===== config.mk =====
export PLATFORM = sky130hd
export DESIGN_NAME = npn_lut_pipe
export DESIGN_NICKNAME = d
export VERILOG_FILES = /design/src/rtl/npn_pkg.sv /design/src/rtl/npn_lut_eval.sv /design/src/rtl/npn_lut_pipe.sv
export SDC_FILE = /design/constraint.sdc
export NUM_CORES = 1
export LEC_CHECK = 0
export ABC_AREA = 1
export BUFFER_PORTS_ARGS = -buffer_cell sky130_fd_sc_hd__buf_4
export CORE_ASPECT_RATIO = 1.5
export CORE_MARGIN = 3
export CORE_UTILIZATION = 25
export DETAILED_ROUTE_END_ITERATION = 12
export PLACE_DENSITY = 0.46
export SKIP_LAST_GASP = 1
export SYNTH_ARGS = -nofsm -noshare
export SYNTH_HDL_FRONTEND = slang
export SYNTH_SLANG_ARGS = --single-unit
export TNS_END_PERCENT = 10

===== constraint.sdc =====
create_clock -name clk -period 4.15 [get_ports clk]
set_input_delay 0.83 -clock clk [delete_from_list [all_inputs] [get_ports clk]]
set_output_delay 0.83 -clock clk [all_outputs]
set_load 0.01 [all_outputs]

===== src/rtl/npn_pkg.sv =====
// Shared constants, the per-channel transform type and permutation helpers
// for the NPN-programmable LUT pipeline.
package npn_pkg;

    // Upper bounds on K so helpers can work on one fixed-width vector.
    localparam int MAX_K      = 6;
    localparam int MAX_PW     = 3;
    localparam int MAX_PERM_W = MAX_K * MAX_PW;

    // Reset function (NPN class 0x177E) and the K=4 identity permutation.
    localparam logic [15:0] TT_177E    = 16'h177E;
    localparam logic [7:0]  PERM_ID_K4 = 8'hE4;

    // One NPN transform applied to every channel: input permutation,
    // input negation and output negation, sized for the largest K.
    typedef struct packed {
        logic [MAX_PERM_W-1:0] perm;
        logic [MAX_K-1:0]      neg_in;
        logic                  neg_out;
    } npn_xform_t;

    // Field width of one permutation entry for a given K.
    function automatic int perm_field_w(input int k);
        return (k <= 1) ? 1 : $clog2(k);
    endfunction

    // True when the k fields of perm name every index 0..k-1 exactly once.
    // A field >= k makes the permutation invalid.
    function automatic logic perm_is_bijective(input int k,
                                               input logic [MAX_PERM_W-1:0] perm);
        logic [MAX_K-1:0] seen;
        logic             ok;
        int               pw;
        int               idx;
        seen = '0;
        ok   = 1'b1;
        pw   = perm_field_w(k);
        idx  = 0;
        for (int j = 0; j < MAX_K; j++) begin
            if (j < k) begin
                idx = int'(perm >> (j * pw)) & ((1 << pw) - 1);
                if (idx >= k) begin
                    ok = 1'b0;
                end else if (seen[idx]) begin
                    ok = 1'b0;
                end else begin
                    seen[idx] = 1'b1;
                end
            end
        end
        return ok;
    endfunction

    // Identity permutation (field j = j) for a given K.
    function automatic logic [MAX_PERM_W-1:0] perm_identity(input int k);
        logic [MAX_PERM_W-1:0] p;
        int                    pw;
        p  = '0;
        pw = perm_field_w(k);
        for (int j = 0; j < MAX_K; j++) begin
            if (j < k) begin
                p = p | (MAX_PERM_W'(j) << (j * pw));
            end
        end
        return p;
    endfunction

endpackage


===== src/rtl/npn_lut_eval.sv =====
// Combinational truth-table lookup for one channel: y = tt[u] ^ neg_out.
module npn_lut_eval
    import npn_pkg::*;
#(
    parameter int K = 4
) (
    input  logic [(1<<K)-1:0] tt,
    input  logic [K-1:0]      u,
    input  logic              neg_out,
    output logic              y
);

    // u is already permuted and input-negated, so it indexes the table directly.
    assign y = tt[u] ^ neg_out;

endmodule


===== src/rtl/npn_lut_pipe.sv =====
// Two-stage, N_CH-wide programmable K-input Boolean evaluator.
// S1 holds the permuted/negated inputs, S2 holds the looked-up results.
//
// Handshake: a transfer happens on a side in any cycle where its valid and
// ready are both high at the rising edge. The producer keeps valid and data
// stable until accepted; out_valid/out_y never change while out_valid is
// high and out_ready is low.
module npn_lut_pipe
    import npn_pkg::*;
#(
    parameter  int                 K        = 4,
    parameter  int                 N_CH     = 4,
    parameter  logic [(1<<K)-1:0]  TT_RESET = TT_177E,
    localparam int                 PW       = $clog2(K),
    localparam int                 TTW      = 1 << K
) (
    input  logic                 clk,
    input  logic                 rst_n,
    input  logic                 in_valid,
    output logic                 in_ready,
    input  logic [N_CH*K-1:0]    in_x,
    output logic                 out_valid,
    input  logic                 out_ready,
    output logic [N_CH-1:0]      out_y,
    input  logic                 cfg_we,
    input  logic [TTW-1:0]       cfg_tt,
    input  logic [K*PW-1:0]      cfg_perm,
    input  logic [K-1:0]         cfg_neg_in,
    input  logic                 cfg_neg_out,
    output logic                 cfg_ready,
    output logic                 cfg_err
);

    localparam logic [MAX_PERM_W-1:0] PERM_ID_FULL = perm_identity(K);
    localparam logic [K*PW-1:0]       PERM_RST     = PERM_ID_FULL[K*PW-1:0];

    // Pipeline state
    logic                s1_v_q, s1_v_d;
    logic [N_CH*K-1:0]   s1_u_q, s1_u_d;
    logic                s2_v_q, s2_v_d;
    logic [N_CH-1:0]     s2_y_q, s2_y_d;

    // Configuration state
    logic [TTW-1:0]      tt_q, tt_d;
    logic [K*PW-1:0]     perm_q, perm_d;
    logic [K-1:0]        neg_in_q, neg_in_d;
    logic                neg_out_q, neg_out_d;
    logic                cfg_err_q, cfg_err_d;

    // Control and datapath nets
    logic                adv1, adv2;
    logic                in_accept;
    logic                perm_ok;
    logic                cfg_accept;
    logic [N_CH*K-1:0]   u_new;
    logic [N_CH-1:0]     y_eval;

    // Stage advance and input ready; config writes block input for that cycle.
    always_comb begin
        adv2      = ~s2_v_q | out_ready;
        adv1      = ~s1_v_q | adv2;
        in_ready  = adv1 & ~cfg_we;
        in_accept = in_valid & in_ready;
    end

    // Apply the shared permutation and input negation to every channel.
    always_comb begin
        logic [K-1:0]  x_ch;
        logic [PW-1:0] src;
        u_new = '0;
        x_ch  = '0;
        src   = '0;
        for (int c = 0; c < N_CH; c++) begin
            x_ch = in_x[c*K +: K];
            for (int j = 0; j < K; j++) begin
                src             = perm_q[j*PW +: PW];
                u_new[c*K + j]  = x_ch[src] ^ neg_in_q[j];
            end
        end
    end

    // One table lookup per channel on the S1 contents.
    for (genvar c = 0; c < N_CH; c++) begin : g_ch
        npn_lut_eval #(
            .K (K)
        ) u_eval (
            .tt      (tt_q),
            .u       (s1_u_q[c*K +: K]),
            .neg_out (neg_out_q),
            .y       (y_eval[c])
        );
    end

    // Stage next-state: data registers only load when a stage takes new data.
    always_comb begin
        s1_v_d = s1_v_q;
        s1_u_d = s1_u_q;
        s2_v_d = s2_v_q;
        s2_y_d = s2_y_q;
        if (adv1) begin
            s1_v_d = in_accept;
            if (in_accept) begin
                s1_u_d = u_new;
            end
        end
        if (adv2) begin
            s2_v_d = s1_v_q;
            if (s1_v_q) begin
                s2_y_d = y_eval;
            end
        end
    end

    // Config writes land only on an empty pipeline with a valid permutation.
    always_comb begin
        cfg_ready  = ~s1_v_q & ~s2_v_q;
        perm_ok    = perm_is_bijective(K, MAX_PERM_W'(cfg_perm));
        cfg_accept = cfg_we & cfg_ready & perm_ok;
        tt_d       = tt_q;
        perm_d     = perm_q;
        neg_in_d   = neg_in_q;
        neg_out_d  = neg_out_q;
        cfg_err_d  = cfg_err_q;
        if (cfg_accept) begin
            tt_d      = cfg_tt;
            perm_d    = cfg_perm;
            neg_in_d  = cfg_neg_in;
            neg_out_d = cfg_neg_out;
            cfg_err_d = 1'b0;
        end else if (cfg_we) begin
            cfg_err_d = 1'b1;
        end
    end

    // All state registers; reset drops in-flight data and restores config.
    always_ff @(posedge clk or negedge rst_n) begin
        if (!rst_n) begin
            s1_v_q    <= 1'b0;
            s1_u_q    <= '0;
            s2_v_q    <= 1'b0;
            s2_y_q    <= '0;
            tt_q      <= TT_RESET;
            perm_q    <= PERM_RST;
            neg_in_q  <= '0;
            neg_out_q <= 1'b0;
            cfg_err_q <= 1'b0;
        end else begin
            s1_v_q    <= s1_v_d;
            s1_u_q    <= s1_u_d;
            s2_v_q    <= s2_v_d;
            s2_y_q    <= s2_y_d;
            tt_q      <= tt_d;
            perm_q    <= perm_d;
            neg_in_q  <= neg_in_d;
            neg_out_q <= neg_out_d;
            cfg_err_q <= cfg_err_d;
        end
    end

    assign out_valid = s2_v_q;
    assign out_y     = s2_y_q;
    assign cfg_err   = cfg_err_q;

endmodule

==> impl_metrics.tcl, run 1 <==
set metrics [dict create \
    syn2layout_area_growth_pct 19.21 \
    synth.most_common_cell "nand2_1" \
    syn_nets 620 \
    slew_headroom_pct 35.75 \
    die_w_um 103.8 \
    clk_path_buf_depth 2 \
    cts_resized 0 \
    rsz0062_at_grt "false" \
    synthXorXnorAreaFrac_pct 3.905 \
    post_drt_via_cell_ratio 4.593 \
    drt_wl_total_mm 11.65 \
    worst-setup-path-type "in -> reg" \
    grt_start_max_net_pins 53 \
    ant_nets 0 \
    ioPinCount 58 \
    synth.largest_area_cell "nand2_1" \
    synthTopCellsByCount "260 x nand2_1, 129 x nand3_1, 51 x inv_1" \
    synth-compound-area-share_pct 3.173 \
    yosys.area_share.simple_pct 46.79 \
    clock_latency_ps 290 \
    synthMuxAreaShare_pct 0 \
    syn_area_um2 3588 \
    cts.sinks 52 \
    synthCells 570 \
    antenna_found_initial 0 \
    fmax_mhz 371.8 \
    yosys_warnings 0 \
    end_kind "flip-flop" \
    path_max_fanout 30 \
    dr_total_vias 3688 \
    cts_buffers 5 \
    synth_seq_cells 52 \
    startpoint_type "input pin" \
    grt_pass1_vias 3634 \
    rows 53 \
    htreeDepth 2 \
    portBuffers 57 \
    tns_ps 0 \
    final_nets 660 \
    clock_skew_ps 8.177 \
    dr.pass1.iters 5 \
    grt_usage_pct 14.52 \
    num-fill-cells 1600 \
    r2r_slack_ps 1650 \
    cts_root_buf "clkbuf_16" \
    drc_errors 0 \
    async_reset_ff_share_pct 100.0 \
    postCtsSetupRepairBufs 0 \
    setup_viol_count_final 0 \
    avgRoutedWirePerCell_um 14.50 \
    drt-initial-drc-count 193 \
    period_share_pct 64.82 \
    syn_avg_cell_area_um2 6.296 \
    hp-class "reg -> reg" \
    final_max_slew_viol_count 0 \
    synth_ff_type "dfrtp_1" \
    tightest_slew_ps 961.4 \
    path_clk_slew_ps 70 \
    finalHoldViolCount 0 \
    synth.area.top_cells "nand2_1 27%, dfrtp_1 26%, nand3_1 18%, dfstp_2 10%, inv_1 5.3%" \
    power_density_nw_per_um2 657.2 \
    power.leakage_nw 2.306 \
    synth_fa_ha_area_share_pct 0 \
    max_cap_viol_count 0 \
    dieHeight_um 152.7 \
    status "completed" \
    grt_pass1_wl_mm 18.53 \
    drive_above_1_share_pct 13.75 \
    post-route-min-period_ps 2690 \
    synth_top_family_by_area "simple AND/OR/NAND/NOR gates" \
    required_ps 4340 \
    yosysUniqueCellTypes 22 \
    yosysSeqAreaShare_pct 36.75 \
    initial_utilization_pct 25.53 \
    cts_hold_buf 0 \
    insertedDiodeCount 0 \
    synth-edff-count 0 \
    gp_congestion 0.8777 \
    core_um2 14060 \
    gr-total-overflow 0 \
    crit_arrival_ps 2880 \
    fp.dieArea_um2 15860 \
    cts_tree "done" \
    peakVddDrop_v 0.0002018 \
    final_util_pct 30.43 \
    synth_top_area_share_pct 27.20 \
    hpwl_mm 9.221 \
]
power by group:
group | switching, mW | internal (mW)
sequential | 0.314 | 0.759
combinational | 0.812 | 0.506
clock | 0.195 | 0.226
layer usage:
metal	share of wire [%]	GRT usage (%)	up-vias
met2	56	28.68	93
met1	39	15.52	1694
met4	2.8	6.274	0
met3	3.0	1.060	22
li1	-	-	1879
met5	0	0	-
final timing paths:
check / from / to / cells after the start
worst max register to register: out_valid$_DFFE_PN0P_ / cfg_err$_DFFE_PN0P_ / 8
worst min-delay path: tt_q[6]$_DFFE_PN1P_ / tt_q[6]$_DFFE_PN1P_ / 2
worst max-delay path: cfg_we / cfg_err$_DFFE_PN0P_ / 10
min in group asynchronous: rst_n / out_y[3]$_DFFE_PN0P_ / 1
max in group asynchronous: rst_n / s1_u_q[2]$_DFFE_PN0P_ / 1
worst min register to register: tt_q[6]$_DFFE_PN1P_ / tt_q[6]$_DFFE_PN1P_ / 2
critical path: stages:
cell and delay (ps):
buf_4 90, inv_1 40, nor3_1 250, o21ai_1 120, nor2_1 130, nand2_1 70
nor2_2 70, buf_4 300, nand2_1 650, o21a_1 310
layout make-up:
type | count | area [um^2] | share of cell area, %
well taps | 192 | 240.2 | 5.616
flip-flops and latches | 52 | 1319 | 30.83
multi-input cells | 439 | 1933 | 45.19
inverters | 54 | 202.7 | 4.738
clock buffers | 5 | 125.1 | 2.925
clock inverters | 3 | 22.52 | 0.5265
repair buffers | 58 | 435.4 | 10.18
flip-flops by register name, indices dropped and copies added (netlist names):
name,flops
out_y,4
perm_q,8
neg_in_q,4
s1_v_q,1
s1_u_q,16
out_valid,1
tt_q,16
cfg_err,1
neg_out_q,1
cell families after synthesis:
kind of cell | after synthesis
simple gates | 401
buf+inv | 79
flops | 52
compound gates | 22
xor+xnor | 16
layout by cell type (no fill, tap or decap):
cell       synthesis  final
buf_4              2     58
clkbuf_16          0      5
clkinv_1           1      1
clkinv_2           0      1
clkinv_4           0      1
dfrtp_1           38     38
dfstp_2           14     14
inv_1             51     51
inv_2              2      2
inv_6              0      1
nand2_1          260    260
nand3_1          129    129
nand4_1            1      1
nor2_1             8      8
nor2_2             1      1
nor3_1             1      1
nor3_2             1      1
o21a_1             1      1
o21ai_0           16     16
o21ai_1            4      4
o22ai_1            1      1
xor2_1            16     16
through the flow:
stage | area [um^2] | hold WS [ps] | total power [mW] | setup slack, ps | instances
after detailed placement | 4130 | 457.0 | 2.414 | 1094 | 795
after floorplan | 3588 | 441.9 | 1.977 | 2247 | 570
after global routing | 4278 | 480.5 | 3.091 | 1190 | 803
after global placement | 4130 | 453.6 | 2.380 | 1092 | 795
after CTS | 4278 | 468.2 | 2.841 | 1409 | 803
final | 4278 | 465.6 | 2.811 | 1460 | 803
Power figures use the tool's default switching activity.
==> inputs of run 2 (changes only) <==
- ABC_AREA: 1 -> 0
- PLACE_DENSITY: 0.46 -> 0.48
- clock period: 4.15 -> 2.18 ns (I/O delays scaled with it)
==> impl_metrics.tcl, run 2 <==
set metrics [dict create \
    status "completed" \
    swShare_pct 33.70 \
    cts_tree "done" \
    dr.pass1.iters 4 \
    required_ps 2360 \
    final_util_pct 31.94 \
    synth-edff-count 0 \
    antenna_found_initial 0 \
    grt_pass1_vias 2351 \
    synth_seq_cells 52 \
    power.internal_mw 3.532 \
    drc_errors 0 \
    top_regs "s1_u_q: 16 flops, tt_q: 16 flops, perm_q: 8 flops" \
    cts_buffers 5 \
    clk_path_buf_depth 2 \
    rsz0062_at_grt "false" \
    post-route-min-period_ps 2031 \
    postCtsSetupRepairBufs 0 \
    synth.area.top_cells "dfrtp_1 30%, mux4_2 22%, mux2_4 13%, dfstp_2 11%, xnor2_1 6.3%" \
    initial_utilization_pct 25.72 \
    cts_resized 0 \
    synth_top_area_share_pct 29.55 \
    power.leakage_nw 1.641 \
    setup_viol_count_final 0 \
    max_cap_viol_count 0 \
    layout_commonest_cell "buf_4" \
    ant_nets 0 \
    cts_root_buf "clkbuf_16" \
    hpwl_mm 6.382 \
    grt_usage_pct 11.67 \
    slew_headroom_pct 54.12 \
    final_max_slew_viol_count 0 \
    cts.sinks 52 \
    syn_nets 278 \
    insertedDiodeCount 0 \
    hp-class "in -> async" \
    synth_ff_type "dfrtp_1" \
    register_area_um2 1319 \
    tightest_slew_ps 688.2 \
    peakVddDrop_v 0.0003629 \
    syn2layout_area_growth_pct 24.18 \
    fmax_mhz 492.4 \
    crit_arrival_ps 2210 \
    synthCells 228 \
    power_frac_clock_pct 14.8 \
    grt_pass1_wl_mm 13.03 \
    grt_start_max_net_pins 53 \
    async_reset_ff_share_pct 100.0 \
    num-fill-cells 1303 \
    ioPinCount 58 \
    finalHoldViolCount 0 \
    fin_hold_ws_ps 167.1 \
    cts_hold_buf 0 \
    worst-setup-path-type "reg -> reg" \
    post_drt_via_cell_ratio 4.734 \
    yosys_warnings 0 \
    rows 50 \
    synth.most_common_cell "dfrtp_1" \
    drt_wl_total_mm 7.956 \
    dieHeight_um 145.0 \
    synth.largest_area_cell "dfrtp_1" \
    yosysSeqAreaShare_pct 40.98 \
    drive_above_1_share_pct 51.39 \
    gr-total-overflow 0 \
    avgRoutedWirePerCell_um 17.92 \
    core_um2 12510 \
    p_comb_share_pct 42.7 \
    power_density_nw_per_um2 1333 \
    syn_area_um2 3218 \
    portBuffers 57 \
    htreeDepth 2 \
    clock_skew_ps 5.818 \
    final_cell_mix "62 x buf_4, 38 x dfrtp_1, 32 x mux4_2" \
    gp_congestion 0.8162 \
    dpl_cell_area_um2 3851 \
    stdcell_area_um2 3996 \
    drt-initial-drc-count 93 \
    synthTopCellsByCount "38 x dfrtp_1, 32 x mux4_2, 28 x mux2_4" \
    end_kind "flip-flop" \
    multi_input_area_um2 1821 \
    startpoint_type "flip-flop" \
    path_max_fanout 19 \
    fp.dieArea_um2 14300 \
    period_share_pct 93.16 \
    dr_total_vias 2102 \
    syn_avg_cell_area_um2 14.11 \
    switching_power_mw 1.795 \
    die_w_um 98.64 \
    final_nets 337 \
    seqPwrFrac_pct 42.5 \
    path_clk_slew_ps 70 \
    clock_latency_ps 290 \
    yosysUniqueCellTypes 26 \
]
run 2: cell types whose count changed after synthesis, moves of 12 or more:
cell and change:
inv_1 -48, xor2_1 -12, mux2_4 +28, nand3_1 -129
buf_2 -14, nand2_1 -236, mux4_2 +32, mux2i_1 +12
xnor2_1 +23
run 2: layout make-up:
class / count / share of cell area [%]
Clock buffer: 6 / 3.225
Clock inverter: 2 / 0.4070
Inverter: 3 / 0.2818
Multi-Input combinational cell: 161 / 45.55
Sequential cell: 52 / 33.00
Tap cell: 156 / 4.884
Timing Repair Buffer: 64 / 12.65
run 2: logic make-up after synthesis:
group | synth area share, %
XOR/XNOR | 7.348
multiplexers | 39.19
AND/OR/NAND/NOR | 4.666
AO/OA/AOI/OAI | 5.365
flip-flops | 40.98
buffers and inverters | 2.449
run 2: power groups by stage:
stage / sequential (mW) / combinational (mW) / clock, mW
floorplan: 1.94 / 1.97 / 0
global placement: 2.30 / 2.29 / 0
detailed placement: 2.31 / 2.30 / 0
CTS: 2.30 / 2.31 / 0.830
global route: 2.38 / 2.46 / 0.869
finish: 2.26 / 2.27 / 0.790
run 2: per-layer routing:
layer	global-route usage, %	vias to the layer above	part of all wire, %
li1	-	975	-
met1	13.13	1066	38
met2	21.95	52	57
met3	1.972	9	3.6
met4	3.623	0	1.5
met5	0	-	0
run 2: through the flow:
step                      setup TNS [ps]  cells  worst slack (ps)  power [mW]
after floorplan                        0    228             239.1       3.915
after global placement            -781.6    436            -57.87       4.588
after detailed placement          -807.1    436            -65.19       4.618
after CTS                              0    444             119.0       5.440
after global routing                   0    444             54.13       5.706
final                                  0    444             149.0       5.327
run 2: final timing paths:
| check | endpoint | start | slack [ps] | cells after the start |
|---|---|---|---|---|
| min | perm_q[1]$_DFFE_PN0P_ | rst_n | 170 | 1 |
| min reg2reg | out_y[0]$_DFFE_PN0P_ | out_y[0]$_DFFE_PN0P_ | 480 | 2 |
| max in group asynchronous | tt_q[13]$_DFFE_PN0P_ | rst_n | 1530 | 1 |
| max reg2reg | tt_q[13]$_DFFE_PN0P_ | s1_v_q$_DFFE_PN0N_ | 150 | 6 |
| max | tt_q[13]$_DFFE_PN0P_ | s1_v_q$_DFFE_PN0N_ | 150 | 6 |
| min in group clk | tt_q[11]$_DFFE_PN0P_ | cfg_tt[11] | 370 | 2 |
run 2: worst max-delay path, stage by stage, from the launching register on:
cell	delay, ps
dfrtp_1	420
nor2_1	220
o211ai_1	120
a221o_1	330
nor3_4	270
buf_12	220
mux2_4	310
==> inputs of run 3 (changes only) <==
- REMOVE_ABC_BUFFERS: unset -> 1
==> impl_metrics.tcl, run 3 (same netlist as run 2, synthesis figures left out) <==
set metrics [dict create \
    gr-total-overflow 0 \
    placed_cells 435 \
    clock_skew_ps 7.513 \
    power.leakage_nw 1.632 \
    hp-class "in -> async" \
    drt_wl_total_mm 7.641 \
    grt_usage_pct 11.06 \
    dieHeight_um 145.0 \
    top_regs "s1_u_q: 16 flops, tt_q: 16 flops, perm_q: 8 flops" \
    path_max_fanout 22 \
    cts_resized 0 \
    crit_arrival_ps 2170 \
    power_mw 5.313 \
    tns_ps 0 \
    dr.pass1.iters 4 \
    clock_latency_ps 290 \
    grt_start_max_net_pins 53 \
    drc_errors 0 \
    post-route-min-period_ps 1996 \
    layout_commonest_cell "buf_4" \
    slew_headroom_pct 54.79 \
    die_w_um 98.64 \
    max_cap_viol_count 0 \
    grt_pass1_vias 2293 \
    drt-initial-drc-count 102 \
    startpoint_type "flip-flop" \
    ioPinCount 58 \
    rows 50 \
    final_nets 336 \
    peakVddDrop_v 0.0003772 \
    finalHoldViolCount 0 \
    rsz0062_at_grt "false" \
    initial_utilization_pct 25.72 \
    worst_path_max_delay_cell "dfrtp_1" \
    syn2layout_area_growth_pct 23.68 \
    tightest_slew_ps 678.1 \
    period_share_pct 91.56 \
    required_ps 2360 \
    cp_num_buf_inv 1 \
    power_density_nw_per_um2 1335 \
    hpwl_mm 6.054 \
    num-fill-cells 1276 \
    portBuffers 57 \
    clk_path_buf_depth 2 \
    path_clk_slew_ps 70 \
    final_util_pct 31.81 \
    ant_nets 0 \
    gp_congestion 0.7715 \
    core_um2 12510 \
    fp.dieArea_um2 14300 \
    final_max_slew_viol_count 0 \
    setup_viol_count_final 0 \
    fin_hold_ws_ps 176.5 \
    status "completed" \
    cts_root_buf "clkbuf_16" \
    drive_above_1_share_pct 51.57 \
    htreeDepth 2 \
    cts.sinks 52 \
    path_cells "nor2_1, o211ai_1, a221o_1, nor3_4, buf_12, mux2_4" \
    post_drt_via_cell_ratio 4.632 \
    crit_family "compound AO/OA/AOI/OAI gates" \
    fin_cells 443 \
    cts_hold_buf 0 \
    insertedDiodeCount 0 \
    cts_tree "done" \
    dr_total_vias 2052 \
    antenna_found_initial 0 \
    postCtsSetupRepairBufs 0 \
    cts_buffers 5 \
    final_cell_mix "62 x buf_4, 38 x dfrtp_1, 32 x mux4_2" \
    avgRoutedWirePerCell_um 17.25 \
    grt_pass1_wl_mm 12.47 \
    fmax_mhz 501.0 \
    worst-setup-path-type "reg -> reg" \
    slowest_delay_ps 410 \
    end_kind "flip-flop" \
]
-- run 3: area by class of cell --
class / instances / area (um^2) / area share [%]
multi-input combinational: 161 / 1821 / 45.74
sequential: 52 / 1319 / 33.13
timing repair buffer: 63 / 485.5 / 12.20
tap: 156 / 195.2 / 4.904
clock buffer: 5 / 125.1 / 3.144
clock inverter: 3 / 23.77 / 0.5973
inverter: 3 / 11.26 / 0.2829
-- run 3: metrics by stage --
| stage | area [um^2] | setup WS (ps) |
|---|---|---|
| 2_1_floorplan | 3151 | -547.8 |
| 3_3_place_gp | 3831 | -8.164 |
| 3_5_place_dp | 3831 | -38.12 |
| 4_1_cts | 3980 | 135.1 |
| 5_1_grt | 3980 | 68.34 |
| 6_report | 3980 | 184.0 |
-- run 3: worst reg2reg max path, delay by kind of cell (launching register included) --
family | cells | cell delay, ps
and+or+nand+nor | 2 | 410
muxes | 1 | 340
AOI/OAI and AO/OA | 2 | 490
buffers and inverters | 1 | 230
DFF | 1 | 410
-- run 3: final timing paths --
| kind | from | end | slack [ps] | cells after the start |
|---|---|---|---|---|
| max in group asynchronous | rst_n | perm_q[0]$_DFFE_PN0P_ | 1540 | 1 |
| worst min register to register | out_y[0]$_DFFE_PN0P_ | out_y[0]$_DFFE_PN0P_ | 480 | 2 |
| worst max register to register | out_valid$_DFFE_PN0P_ | tt_q[13]$_DFFE_PN0P_ | 180 | 6 |
| worst max-delay path | out_valid$_DFFE_PN0P_ | tt_q[13]$_DFFE_PN0P_ | 180 | 6 |
| worst min-delay path | rst_n | neg_in_q[1]$_DFFE_PN0P_ | 180 | 1 |
| min in group clk | cfg_neg_out | neg_out_q$_DFFE_PN0P_ | 370 | 2 |
-- run 3: report_power, final --
group | total, mW | internal (mW) | switching (mW)
Clock | 0.795 | 0.428 | 0.367
Sequential | 2.27 | 1.50 | 0.764
Combinational | 2.25 | 1.60 | 0.654
Total | 5.31 | 3.53 | 1.78
-- run 3: layer usage --
| metal | part of all wire [%] | track usage, % | routed length (um) | vias up |
|---|---|---|---|---|
| li1 | - | - | - | 967 |
| met2 | 56 | 20.43 | 4245 | 51 |
| met5 | 0 | 0 | 0 | - |
| met1 | 39 | 12.46 | 2942 | 1024 |
| met4 | 2.4 | 4.238 | 187 | 0 |
| met3 | 3.5 | 1.828 | 266 | 10 |
